<file path="src/rtl/herring_gpu_pkg.sv">
// herring_gpu_pkg: shared parameters, register map, command codes and states for the draw engine
package herring_gpu_pkg;
    localparam int DEF_RES_W = 200;
    localparam int DEF_RES_H = 150;
    localparam int DEF_COLOR_DEPTH = 3;
    localparam logic [2:0] REG_X = 3'd0;
    localparam logic [2:0] REG_Y = 3'd1;
    localparam logic [2:0] REG_COL = 3'd2;
    localparam logic [2:0] REG_W = 3'd3;
    localparam logic [2:0] REG_H = 3'd4;
    localparam logic [2:0] REG_CMD = 3'd5;
    localparam logic [7:0] CMD_PLOT = 8'd0;
    localparam logic [7:0] CMD_FILL = 8'd1;
    localparam logic [7:0] CMD_CLEAR = 8'd2;
    typedef enum logic {ST_IDLE, ST_RUN} state_t;
    function automatic logic [8:0] clip_end(logic [8:0] sum, logic [8:0] lim);
        return sum > lim ? lim : sum;
    endfunction
endpackage

</file>
<file path="src/rtl/gpu_draw_engine_if.sv">
// gpu_draw_engine_if: 6502 register bus plus framebuffer write port of the draw engine
interface gpu_draw_engine_if #(
    parameter int COLOR_DEPTH = herring_gpu_pkg::DEF_COLOR_DEPTH
);
    logic [2:0] ADDR;
    logic [7:0] DATA_IN;
    logic WE;
    logic [7:0] DATA_OUT;
    logic [7:0] X_POS;
    logic [7:0] Y_POS;
    logic [COLOR_DEPTH-1:0] COLOR;
    logic WRITE;
    logic BUSY;
    modport master (
        output ADDR, DATA_IN, WE,
        input DATA_OUT, X_POS, Y_POS, COLOR, WRITE, BUSY
    );
    modport slave (
        input ADDR, DATA_IN, WE,
        output DATA_OUT, X_POS, Y_POS, COLOR, WRITE, BUSY
    );
endinterface

</file>
<file path="src/rtl/raster_walker.sv">
// raster_walker: steps x-first through an exclusive box [x0,x1)x[y0,y1), one pixel per cycle
module raster_walker (
    input logic clk,
    input logic rst,
    input logic load,
    input logic [7:0] x0,
    input logic [7:0] y0,
    input logic [8:0] x1,
    input logic [8:0] y1,
    output logic [7:0] x,
    output logic [7:0] y,
    output logic valid,
    output logic last
);
    logic [7:0] bx0;
    logic [8:0] bx1, by1;
    logic row_end;
    always_comb begin
        row_end = {1'b0, x} == bx1 - 9'd1;
        last = valid && row_end && {1'b0, y} == by1 - 9'd1;
    end
    always_ff @(posedge clk) begin
        if (rst) begin
            x <= '0;
            y <= '0;
            bx0 <= '0;
            bx1 <= '0;
            by1 <= '0;
            valid <= 1'b0;
        end else if (load) begin
            x <= x0;
            y <= y0;
            bx0 <= x0;
            bx1 <= x1;
            by1 <= y1;
            valid <= {1'b0, x0} < x1 && {1'b0, y0} < y1;
        end else if (valid) begin
            if (last) valid <= 1'b0;
            else if (row_end) begin
                x <= bx0;
                y <= y + 8'd1;
            end else x <= x + 8'd1;
        end
    end
endmodule

</file>
<file path="src/rtl/gpu_draw_engine.sv">
// gpu_draw_engine: CPU-loaded register file that turns plot/fill/clear commands
// into a clipped raster of framebuffer pixel writes.
module gpu_draw_engine
    import herring_gpu_pkg::*;
#(
    parameter int RESOLUTION_W = DEF_RES_W,
    parameter int RESOLUTION_H = DEF_RES_H,
    parameter int COLOR_DEPTH = DEF_COLOR_DEPTH
) (
    input logic PIXEL_CLOCK,
    input logic RESET,
    gpu_draw_engine_if.slave bus
);
    localparam logic [8:0] LIM_X = 9'(RESOLUTION_W);
    localparam logic [8:0] LIM_Y = 9'(RESOLUTION_H);
    logic [7:0] reg_x, reg_y, reg_w, reg_h;
    logic [COLOR_DEPTH-1:0] reg_col, draw_col;
    state_t state, state_n;
    logic accept, cmd_go, is_plot, is_clear, walk_valid, walk_last;
    logic [7:0] org_x, org_y, walk_x, walk_y;
    logic [8:0] ext_x, ext_y, end_x, end_y;
    // Every command is reduced to an origin plus extent, clipped to the screen edge.
    always_comb begin
        accept = bus.WE && state == ST_IDLE;
        is_plot = bus.DATA_IN == CMD_PLOT;
        is_clear = bus.DATA_IN == CMD_CLEAR;
        cmd_go = accept && bus.ADDR == REG_CMD && (is_plot || is_clear || bus.DATA_IN == CMD_FILL);
        org_x = is_clear ? 8'd0 : reg_x;
        org_y = is_clear ? 8'd0 : reg_y;
        ext_x = is_clear ? LIM_X : is_plot ? 9'd1 : {1'b0, reg_w};
        ext_y = is_clear ? LIM_Y : is_plot ? 9'd1 : {1'b0, reg_h};
        end_x = clip_end({1'b0, org_x} + ext_x, LIM_X);
        end_y = clip_end({1'b0, org_y} + ext_y, LIM_Y);
    end
    always_ff @(posedge PIXEL_CLOCK) begin
        if (RESET) begin
            reg_x <= '0;
            reg_y <= '0;
            reg_w <= '0;
            reg_h <= '0;
            reg_col <= '0;
            draw_col <= '0;
        end else if (accept) begin
            if (bus.ADDR == REG_X) reg_x <= bus.DATA_IN;
            if (bus.ADDR == REG_Y) reg_y <= bus.DATA_IN;
            if (bus.ADDR == REG_COL) reg_col <= bus.DATA_IN[COLOR_DEPTH-1:0];
            if (bus.ADDR == REG_W) reg_w <= bus.DATA_IN;
            if (bus.ADDR == REG_H) reg_h <= bus.DATA_IN;
            if (cmd_go) draw_col <= reg_col;
        end
    end
    always_ff @(posedge PIXEL_CLOCK) state <= RESET ? ST_IDLE : state_n;
    // An empty box still spends one RUN cycle, so BUSY always pulses.
    always_comb begin
        state_n = state;
        if (state == ST_IDLE && cmd_go) state_n = ST_RUN;
        if (state == ST_RUN && (!walk_valid || walk_last)) state_n = ST_IDLE;
    end
    always_comb begin
        bus.BUSY = state == ST_RUN;
        bus.WRITE = state == ST_RUN && walk_valid;
        bus.X_POS = walk_x;
        bus.Y_POS = walk_y;
        bus.COLOR = draw_col;
    end
    always_comb begin
        case (bus.ADDR)
            REG_X: bus.DATA_OUT = reg_x;
            REG_Y: bus.DATA_OUT = reg_y;
            REG_COL: bus.DATA_OUT = 8'(reg_col);
            REG_W: bus.DATA_OUT = reg_w;
            REG_H: bus.DATA_OUT = reg_h;
            REG_CMD: bus.DATA_OUT = {7'b0, state == ST_RUN};
            default: bus.DATA_OUT = 8'd0;
        endcase
    end
    raster_walker walker (
        .clk(PIXEL_CLOCK),
        .rst(RESET),
        .load(cmd_go),
        .x0(org_x),
        .y0(org_y),
        .x1(end_x),
        .y1(end_y),
        .x(walk_x),
        .y(walk_y),
        .valid(walk_valid),
        .last(walk_last)
    );
endmodule

</file>
<file path="src/flat_wrapper.sv">
// flat-port wrapper written by rule: the top's interface ports become plain ports
module gpu_draw_engine_flat import herring_gpu_pkg::*;
#(
    parameter int RESOLUTION_W = DEF_RES_W,
    parameter int RESOLUTION_H = DEF_RES_H,
    parameter int COLOR_DEPTH = DEF_COLOR_DEPTH
)
  (PIXEL_CLOCK, RESET, bus_ADDR, bus_DATA_IN, bus_WE, bus_DATA_OUT, bus_X_POS, bus_Y_POS, bus_COLOR, bus_WRITE, bus_BUSY);
  gpu_draw_engine_if #(.COLOR_DEPTH(COLOR_DEPTH)) bus_i ();
  input logic PIXEL_CLOCK;
  input logic RESET;
  input wire logic [$bits(bus_i.ADDR)-1:0] bus_ADDR;
  input wire logic [$bits(bus_i.DATA_IN)-1:0] bus_DATA_IN;
  input wire logic [$bits(bus_i.WE)-1:0] bus_WE;
  output wire logic [$bits(bus_i.DATA_OUT)-1:0] bus_DATA_OUT;
  output wire logic [$bits(bus_i.X_POS)-1:0] bus_X_POS;
  output wire logic [$bits(bus_i.Y_POS)-1:0] bus_Y_POS;
  output wire logic [$bits(bus_i.COLOR)-1:0] bus_COLOR;
  output wire logic [$bits(bus_i.WRITE)-1:0] bus_WRITE;
  output wire logic [$bits(bus_i.BUSY)-1:0] bus_BUSY;
  assign bus_i.ADDR = bus_ADDR;
  assign bus_i.DATA_IN = bus_DATA_IN;
  assign bus_i.WE = bus_WE;
  assign bus_DATA_OUT = bus_i.DATA_OUT;
  assign bus_X_POS = bus_i.X_POS;
  assign bus_Y_POS = bus_i.Y_POS;
  assign bus_COLOR = bus_i.COLOR;
  assign bus_WRITE = bus_i.WRITE;
  assign bus_BUSY = bus_i.BUSY;
  gpu_draw_engine #(.RESOLUTION_W(RESOLUTION_W), .RESOLUTION_H(RESOLUTION_H), .COLOR_DEPTH(COLOR_DEPTH)) u_core (.PIXEL_CLOCK(PIXEL_CLOCK), .RESET(RESET), .bus(bus_i));
endmodule
</file>
<file path="config.mk">
export PLATFORM = sky130hd
export DESIGN_NAME = gpu_draw_engine_flat
export DESIGN_NICKNAME = d
export VERILOG_FILES = /design/src/rtl/herring_gpu_pkg.sv /design/src/rtl/gpu_draw_engine_if.sv /design/src/rtl/raster_walker.sv /design/src/rtl/gpu_draw_engine.sv /design/src/flat_wrapper.sv
export SDC_FILE = /design/constraint.sdc
export NUM_CORES = 1
export LEC_CHECK = 0
export CORE_MARGIN = 10
export CORE_UTILIZATION = 60
export DETAILED_ROUTE_END_ITERATION = 10
export GPL_TIMING_DRIVEN = 0
export PLACE_DENSITY = 0.84
export SETUP_SLACK_MARGIN = 0.5
export SLEW_MARGIN = 30
export SYNTH_ARGS = -nofsm -noshare
export SYNTH_HDL_FRONTEND = slang
export SYNTH_HIERARCHICAL = 1
export SYNTH_SLANG_ARGS = --single-unit
</file>
<file path="constraint.sdc">
create_clock -name PIXEL_CLOCK -period 5.5 [get_ports PIXEL_CLOCK]
set_input_delay 1.1 -clock PIXEL_CLOCK [delete_from_list [all_inputs] [get_ports PIXEL_CLOCK]]
set_output_delay 1.1 -clock PIXEL_CLOCK [all_outputs]
set_load 0.02 [all_outputs]
</file>
==> results.sh, run 1 <==
export IMPL_outcome="finished clean"
export IMPL_maximum_number_of_pins_on_one_net_before_global_route_repair=15
export IMPL_post_synth_inst_count=728
export IMPL_netlist_area_um2=5940
export IMPL_unrepaired_setup_endpoints_after_global_routing="yes"
export IMPL_vias_in_the_first_global_route=5773
export IMPL_design_portCount=43
export IMPL_ys_types=80
export IMPL_hold_path_class="flip-flop to flip-flop"
export IMPL_finalSetupViolations=0
export IMPL_synth_ff_latch_count=82
export IMPL_final_period_minus_worst_setup_slack_ps=5130
export IMPL_finalPower_mw=1.31
export IMPL_yosys_top_cells_area="sky130_fd_sc_hd__dfxtp_1 28%, sky130_fd_sc_hd__mux2i_1 11%, sky130_fd_sc_hd__ha_1 7.2%"
export IMPL_fillers=768
export IMPL_timing_critical_path_fanout_max=8
export IMPL_ys_flop_type="sky130_fd_sc_hd__dfxtp_1"
export IMPL_cts_sink_count=82
export IMPL_worst_slew_pin_transition_ps=821
export IMPL_asyncSetResetFlopFracSynth=0
export IMPL_antennaDiodeCount=0
export IMPL_finalWeightedCongestion=0.985
export IMPL_finalCritPeriodShare=0.932
export IMPL_post_synth_cell_area_avg_um2=8.16
export IMPL_critPathRequiredTime_ps=5800
export IMPL_stdcell_count=929
export IMPL_timing_clock_skew_ps=14.7
export IMPL_die_height_um=120
export IMPL_yosys_area_top_type="sky130_fd_sc_hd__dfxtp_1"
export IMPL_gr_usage_all_layers=0.239
export IMPL_synthesis_yosys_warnings=6
export IMPL_setup_ws_ps=375
export IMPL_fraction_of_final_layout_cells_with_drive_strength_greater_than_1=0.127
export IMPL_fp_dieW_um=120
export IMPL_setup_total_negative_slack_ps=0
export IMPL_postLayoutCoreUtil=0.723
export IMPL_cp_start_kind="input port"
export IMPL_critPathKind="input port to flip-flop"
export IMPL_place_detailed_hpwl_um=13000
export IMPL_dr_total_vias=5911
export IMPL_layout_commonest_cell="sky130_fd_sc_hd__dfxtp_1"
export IMPL_wire_per_inst_um=19.5
export IMPL_vias_per_cell=6.36
export IMPL_worst_setup_end_kind="flip-flop"
export IMPL_final_hold_viol_count=0
export IMPL_clock_slew_seen_by_the_registers_of_the_worst_setup_and_hold_paths_ps=100
export IMPL_drt_first_iter_violations=506
export IMPL_finalHoldWorstSlack_ps=475
export IMPL_synth_seq_area_share=0.276
export IMPL_max_clock_freq_mhz=195
export IMPL_post_place_ws_ps=-795
export IMPL_fp_dieArea_um2=14300
export IMPL_power_per_cell_area_nw_per_um2=186
export IMPL_mostFrequentLayoutCells="82 x sky130_fd_sc_hd__dfxtp_1, 78 x sky130_fd_sc_hd__nor2_1, 66 x sky130_fd_sc_hd__nand2_1"
export IMPL_floorplan_rows=36
export IMPL_drv_cap=0
export IMPL_placement_cell_area_um2=6510
export IMPL_start_util=0.611
export IMPL_area_growth_synth_to_final_pct=18.4
export IMPL_cts_buffer_depth=2
export IMPL_route_antenna_remaining_nets=0
export IMPL_core_area_um2=9730
export IMPL_min_path_cells=2
export IMPL_p_leak_nw=2.78
export IMPL_cts_made_buffers=9
export IMPL_slew_headroom=0.453
export IMPL_cts_hold_buffers_added=0
export IMPL_drcViolationCount=0
export IMPL_tritoncts_clock_tree="yes"
export IMPL_crit_arrival_ps=5420
export IMPL_fin_nets=841
export IMPL_grt_pass1_wl_um=28500
export IMPL_wirelength_um=18100
export IMPL_clock_tree_htree_level_count=3
export IMPL_antenna_found_initial=0
export IMPL_clock_insertion_delay_worst_skew_ps=370
export IMPL_worst_r2r_path_depth=19
export IMPL_yosys_area_top_type_share=0.276
export IMPL_clock_tree_root_cell="sky130_fd_sc_hd__clkbuf_8"
export IMPL_ir_worst_vdd_mv=0.142
export IMPL_final_design_area_no_fill_um2=7030
export IMPL_buffer_ports_inserted=37
export IMPL_overflow=0
export IMPL_slew_violations=0
export IMPL_place_detailed_instances=901
export IMPL_synth_edff_count=0
export IMPL_number_of_detailed_route_iterations_in_the_first_pass=6
worst max-delay path, cell delays in order:
cell                       delay, ps
sky130_fd_sc_hd__buf_4           150
sky130_fd_sc_hd__nor4_4          230
sky130_fd_sc_hd__nand2_2         110
sky130_fd_sc_hd__or2_4           270
sky130_fd_sc_hd__buf_8           130
sky130_fd_sc_hd__buf_8           130
sky130_fd_sc_hd__o21ai_2         130
sky130_fd_sc_hd__ha_2            200
sky130_fd_sc_hd__inv_2            40
sky130_fd_sc_hd__fa_2            390
sky130_fd_sc_hd__nand2b_4        170
sky130_fd_sc_hd__a211oi_4        280
sky130_fd_sc_hd__buf_6           150
sky130_fd_sc_hd__buf_12          100
sky130_fd_sc_hd__o22ai_4          80
sky130_fd_sc_hd__nor2b_1         140
sky130_fd_sc_hd__o21ai_1         180
sky130_fd_sc_hd__inv_1           110
sky130_fd_sc_hd__ha_1            280
sky130_fd_sc_hd__nor2b_1         140
sky130_fd_sc_hd__o21ai_1         170
sky130_fd_sc_hd__a21oi_2          90
sky130_fd_sc_hd__o31ai_2         290
sky130_fd_sc_hd__nand4_1         150
sky130_fd_sc_hd__a21oi_1         180
power breakdown:
| group | leakage [nW] | switching [mW] | internal [mW] |
|---|---|---|---|
| Sequential | 0.662 | 0.00551 | 0.599 |
| Combinational | 1.99 | 0.0928 | 0.0571 |
| Clock | 0.127 | 0.240 | 0.316 |
| Total | 2.78 | 0.338 | 0.972 |
cell type report:
cell class	instances	area [um2]	share of cell area
Inverter	35	131	0.0187
Sequential cell	82	1640	0.233
Multi-Input combinational cell	573	4140	0.589
Clock inverter	6	113	0.0160
Buffer	41	214	0.0304
Timing Repair Buffer	49	488	0.0694
Tap cell	133	166	0.0237
Clock buffer	10	138	0.0196
cells in the mapped netlist, types with 3 or more instances:
| cell | instances |
|---|---|
| sky130_fd_sc_hd__a211oi_1 | 10 |
| sky130_fd_sc_hd__a21oi_1 | 39 |
| sky130_fd_sc_hd__a22o_1 | 3 |
| sky130_fd_sc_hd__a311oi_1 | 3 |
| sky130_fd_sc_hd__a31oi_1 | 3 |
| sky130_fd_sc_hd__and2_1 | 26 |
| sky130_fd_sc_hd__and3_1 | 10 |
| sky130_fd_sc_hd__and4_1 | 4 |
| sky130_fd_sc_hd__buf_1 | 3 |
| sky130_fd_sc_hd__buf_2 | 6 |
| sky130_fd_sc_hd__buf_6 | 3 |
| sky130_fd_sc_hd__clkbuf_1 | 28 |
| sky130_fd_sc_hd__dfxtp_1 | 82 |
| sky130_fd_sc_hd__ha_1 | 34 |
| sky130_fd_sc_hd__inv_1 | 34 |
| sky130_fd_sc_hd__mux2_2 | 3 |
| sky130_fd_sc_hd__mux2i_1 | 65 |
| sky130_fd_sc_hd__nand2_1 | 68 |
| sky130_fd_sc_hd__nand2b_1 | 9 |
| sky130_fd_sc_hd__nand3_1 | 32 |
| sky130_fd_sc_hd__nand3b_1 | 7 |
| sky130_fd_sc_hd__nand4_1 | 5 |
| sky130_fd_sc_hd__nand4b_1 | 4 |
| sky130_fd_sc_hd__nor2_1 | 80 |
| sky130_fd_sc_hd__nor2b_1 | 6 |
| sky130_fd_sc_hd__nor3_1 | 16 |
| sky130_fd_sc_hd__nor3b_1 | 5 |
| sky130_fd_sc_hd__nor4_1 | 6 |
| sky130_fd_sc_hd__o211ai_1 | 4 |
| sky130_fd_sc_hd__o21a_1 | 7 |
| sky130_fd_sc_hd__o21ai_0 | 19 |
| sky130_fd_sc_hd__o221a_2 | 3 |
| sky130_fd_sc_hd__o22ai_1 | 4 |
| sky130_fd_sc_hd__o31ai_1 | 6 |
| sky130_fd_sc_hd__o32ai_1 | 3 |
| sky130_fd_sc_hd__or3_1 | 3 |
| sky130_fd_sc_hd__xnor2_1 | 17 |
| sky130_fd_sc_hd__xor2_1 | 13 |
final timing paths:
| check | slack [ps] | start | to |
|---|---|---|---|
| max | 370 | bus_DATA_IN[3] | u_core/walker/valid |
| min reg2reg | 480 | u_core/walker/bx0[2] | u_core/walker/bx0[2] |
| min | 480 | u_core/walker/bx0[2] | u_core/walker/bx0[2] |
| max reg2reg | 1580 | u_core/reg_y[0] | u_core/walker/valid |
state kept, by name (all words and copies together), names as in the netlist:
register             flops
u_core/bus.BUSY          1
u_core/bus.COLOR         3
u_core/reg_col           3
u_core/reg_h             8
u_core/reg_w             8
u_core/reg_x             8
u_core/reg_y             8
u_core/walker/bx0        8
u_core/walker/bx1        9
u_core/walker/by1        9
u_core/walker/valid      1
u_core/walker/x          8
u_core/walker/y          8
per-layer routing:
metal  routed length [um]  GRT usage  vias to the layer above
met5                    0          0                        -
li1                     -          -                     2720
met3                 1550     0.0595                       69
met1                 7420      0.284                     2790
met2                 8420      0.394                      332
met4                  731      0.114                        0
kinds of logic after synthesis:
group,after synthesis,share of synthesized area
other cells,1,0.000631
simple gates,293,0.250
xor+xnor,30,0.0442
flops,82,0.276
fa+ha+maj,36,0.0783
buf+inv,76,0.0537
mux,71,0.125
compound gates,139,0.172
repair_timing:
action                                  in CTS  in global routing
gates resized for setup                     33                 40
cloned                                       0                  1
endpoints found under the setup margin       1                  1
pin swaps                                    7                 18
setup buffers                                4                  7
(Power assumes the default switching activity.)
==> run 2, diff against run 1 <==
--- a/config.mk
+++ b/config.mk
@@ -6,10 +6,11 @@
 export NUM_CORES = 1
 export LEC_CHECK = 0
 export CORE_MARGIN = 10
-export CORE_UTILIZATION = 60
+export CORE_UTILIZATION = 45
 export DETAILED_ROUTE_END_ITERATION = 10
 export GPL_TIMING_DRIVEN = 0
-export PLACE_DENSITY = 0.84
+export HOLD_SLACK_MARGIN = 0.02
+export PLACE_DENSITY = 0.67
 export SETUP_SLACK_MARGIN = 0.5
 export SLEW_MARGIN = 30
 export SYNTH_ARGS = -nofsm -noshare
==> results.sh, run 2 (synthesized netlist as in run 1, its figures left out) <==
export IMPL_outcome="finished clean"
export IMPL_buffer_ports_inserted=37
export IMPL_place_detailed_instances=940
export IMPL_finalHoldWorstSlack_ps=468
export IMPL_clock_slew_seen_by_the_registers_of_the_worst_setup_and_hold_paths_ps=60
export IMPL_switching_share=0.245
export IMPL_antennaDiodeCount=0
export IMPL_crit_arrival_ps=5240
export IMPL_final_period_minus_worst_setup_slack_ps=4960
export IMPL_p_leak_nw=2.86
export IMPL_wire_per_inst_um=18.1
export IMPL_clock_tree_root_cell="sky130_fd_sc_hd__clkbuf_16"
export IMPL_p_switching_mw=0.341
export IMPL_layout_top_registers="u_core/walker/bx1 x9, u_core/walker/by1 x9"
export IMPL_wirelength_um=17700
export IMPL_start_util=0.465
export IMPL_grt_pass1_wl_um=28200
export IMPL_drcViolationCount=0
export IMPL_core_area_um2=12800
export IMPL_layout_commonest_cell="sky130_fd_sc_hd__dfxtp_1"
export IMPL_antenna_found_initial=0
export IMPL_worst_setup_end_kind="flip-flop"
export IMPL_cts_made_buffers=9
export IMPL_fp_dieArea_um2=18200
export IMPL_maximum_number_of_pins_on_one_net_before_global_route_repair=14
export IMPL_max_clock_freq_mhz=202
export IMPL_post_place_ws_ps=-875
export IMPL_mostFrequentLayoutCells="82 x sky130_fd_sc_hd__dfxtp_1, 78 x sky130_fd_sc_hd__nor2_1, 66 x sky130_fd_sc_hd__nand2_1"
export IMPL_final_design_area_no_fill_um2=7210
export IMPL_number_of_detailed_route_iterations_in_the_first_pass=5
export IMPL_route_antenna_remaining_nets=0
export IMPL_setup_ws_ps=538
export IMPL_clock_insertion_delay_worst_skew_ps=350
export IMPL_final_hold_viol_count=0
export IMPL_floorplan_rows=41
export IMPL_cp_start_kind="input port"
export IMPL_area_growth_synth_to_final_pct=21.4
export IMPL_slew_headroom=0.575
export IMPL_worst_slew_pin_transition_ps=638
export IMPL_cts_hold_buffers_added=0
export IMPL_power_internal_mw=1.05
export IMPL_design_portCount=43
export IMPL_postLayoutCoreUtil=0.565
export IMPL_vias_per_cell=5.85
export IMPL_placement_cell_area_um2=6560
export IMPL_die_height_um=135
export IMPL_timing_critical_path_fanout_max=5
export IMPL_finalCritPeriodShare=0.902
export IMPL_tritoncts_clock_tree="yes"
export IMPL_fin_nets=852
export IMPL_power_per_cell_area_nw_per_um2=193
export IMPL_critPathRequiredTime_ps=5780
export IMPL_vias_in_the_first_global_route=5593
export IMPL_cts_sink_count=82
export IMPL_power_share_combinational=0.105
export IMPL_drt_first_iter_violations=593
export IMPL_fp_dieW_um=135
export IMPL_drv_cap=0
export IMPL_overflow=0
export IMPL_ir_worst_vdd_mv=0.236
export IMPL_place_detailed_hpwl_um=13100
export IMPL_dr_total_vias=5723
export IMPL_relative_contribution_of_the_clock_network_to_total_power=0.460
export IMPL_slew_violations=0
export IMPL_finalSetupViolations=0
export IMPL_timing_clock_skew_ps=5.47
export IMPL_finalPower_mw=1.39
export IMPL_critPathKind="input port to flip-flop"
export IMPL_setup_total_negative_slack_ps=0
export IMPL_pwr_share_seq=0.435
export IMPL_stdcell_count=978
export IMPL_finalWeightedCongestion=0.993
export IMPL_unrepaired_setup_endpoints_after_global_routing="yes"
export IMPL_fraction_of_final_layout_cells_with_drive_strength_greater_than_1=0.144
export IMPL_hold_path_class="flip-flop to flip-flop"
export IMPL_cts_buffer_depth=2
export IMPL_gr_usage_all_layers=0.191
export IMPL_clock_tree_htree_level_count=3
-- run 2: cell count changes in the layout (fill, tap and decap cells not counted), moves of 3 or more --
cell	previous run	this run
sky130_fd_sc_hd__buf_1	3	0
sky130_fd_sc_hd__buf_4	11	23
sky130_fd_sc_hd__clkbuf_16	1	9
sky130_fd_sc_hd__clkbuf_2	3	6
sky130_fd_sc_hd__clkbuf_8	10	0
sky130_fd_sc_hd__clkinv_2	1	4
-- run 2: layer usage --
| metal | track usage | vias to the layer above | share of wire |
|---|---|---|---|
| met2 | 0.315 | 202 | 0.47 |
| met1 | 0.239 | 2755 | 0.44 |
| li1 | - | 2741 | - |
| met4 | 0.0496 | 0 | 0.013 |
| met5 | 0 | - | 0 |
| met3 | 0.0508 | 25 | 0.073 |
-- run 2: worst paths after layout --
check                             from                   end  slack [ps]  cells after the start
setup / recovery        bus_DATA_IN[2]   u_core/walker/valid         540                     24
hold / removal    u_core/walker/bx0[2]  u_core/walker/bx0[2]         470                      2
setup reg to reg       u_core/reg_y[0]   u_core/walker/valid        1770                     18
hold reg to reg   u_core/walker/bx0[2]  u_core/walker/bx0[2]         470                      2
-- run 2: cell type report --
| class | instances | area [um2] |
|---|---|---|
| multi-input combinational | 573 | 4140 |
| clock inverter | 6 | 82.6 |
| fill | 1132 | 5560 |
| clock buffer | 9 | 225 |
| timing repair buffer | 60 | 566 |
| inverter | 35 | 133 |
| buffer | 41 | 215 |
| sequential | 82 | 1640 |
| tap | 172 | 215 |
-- run 2: critical path: stages --
cell	delay, ps
sky130_fd_sc_hd__buf_12	110
sky130_fd_sc_hd__nor4_4	270
sky130_fd_sc_hd__nand2_2	110
sky130_fd_sc_hd__or2_4	260
sky130_fd_sc_hd__buf_6	130
sky130_fd_sc_hd__buf_8	120
sky130_fd_sc_hd__o21ai_2	130
sky130_fd_sc_hd__ha_2	190
sky130_fd_sc_hd__inv_2	40
sky130_fd_sc_hd__fa_2	380
sky130_fd_sc_hd__nand2b_4	170
sky130_fd_sc_hd__a211oi_4	290
sky130_fd_sc_hd__nor3_2	80
sky130_fd_sc_hd__o221a_2	300
sky130_fd_sc_hd__o211ai_1	210
sky130_fd_sc_hd__inv_1	110
sky130_fd_sc_hd__ha_4	250
sky130_fd_sc_hd__a21oi_2	120
sky130_fd_sc_hd__nor2b_1	50
sky130_fd_sc_hd__o21ai_1	160
sky130_fd_sc_hd__a21oi_2	80
sky130_fd_sc_hd__o31ai_2	260
sky130_fd_sc_hd__nand4_1	130
sky130_fd_sc_hd__a21oi_1	150
-- run 2: repair_timing --
action,CTS,global route
gates cloned,0,0
setup buffers,17,6
pin swaps,5,19
setup endpoints to repair,2,43
resized for setup,23,57
-- run 2: power by group through the flow --
stage	logic [mW]	registers [mW]	clock network, mW
2_1_floorplan	0.0905	0.616	0
3_3_place_gp	0.127	0.618	0
3_5_place_dp	0.130	0.618	0
4_1_cts	0.133	0.604	0.646
5_1_grt	0.160	0.605	0.671
6_report	0.147	0.605	0.639
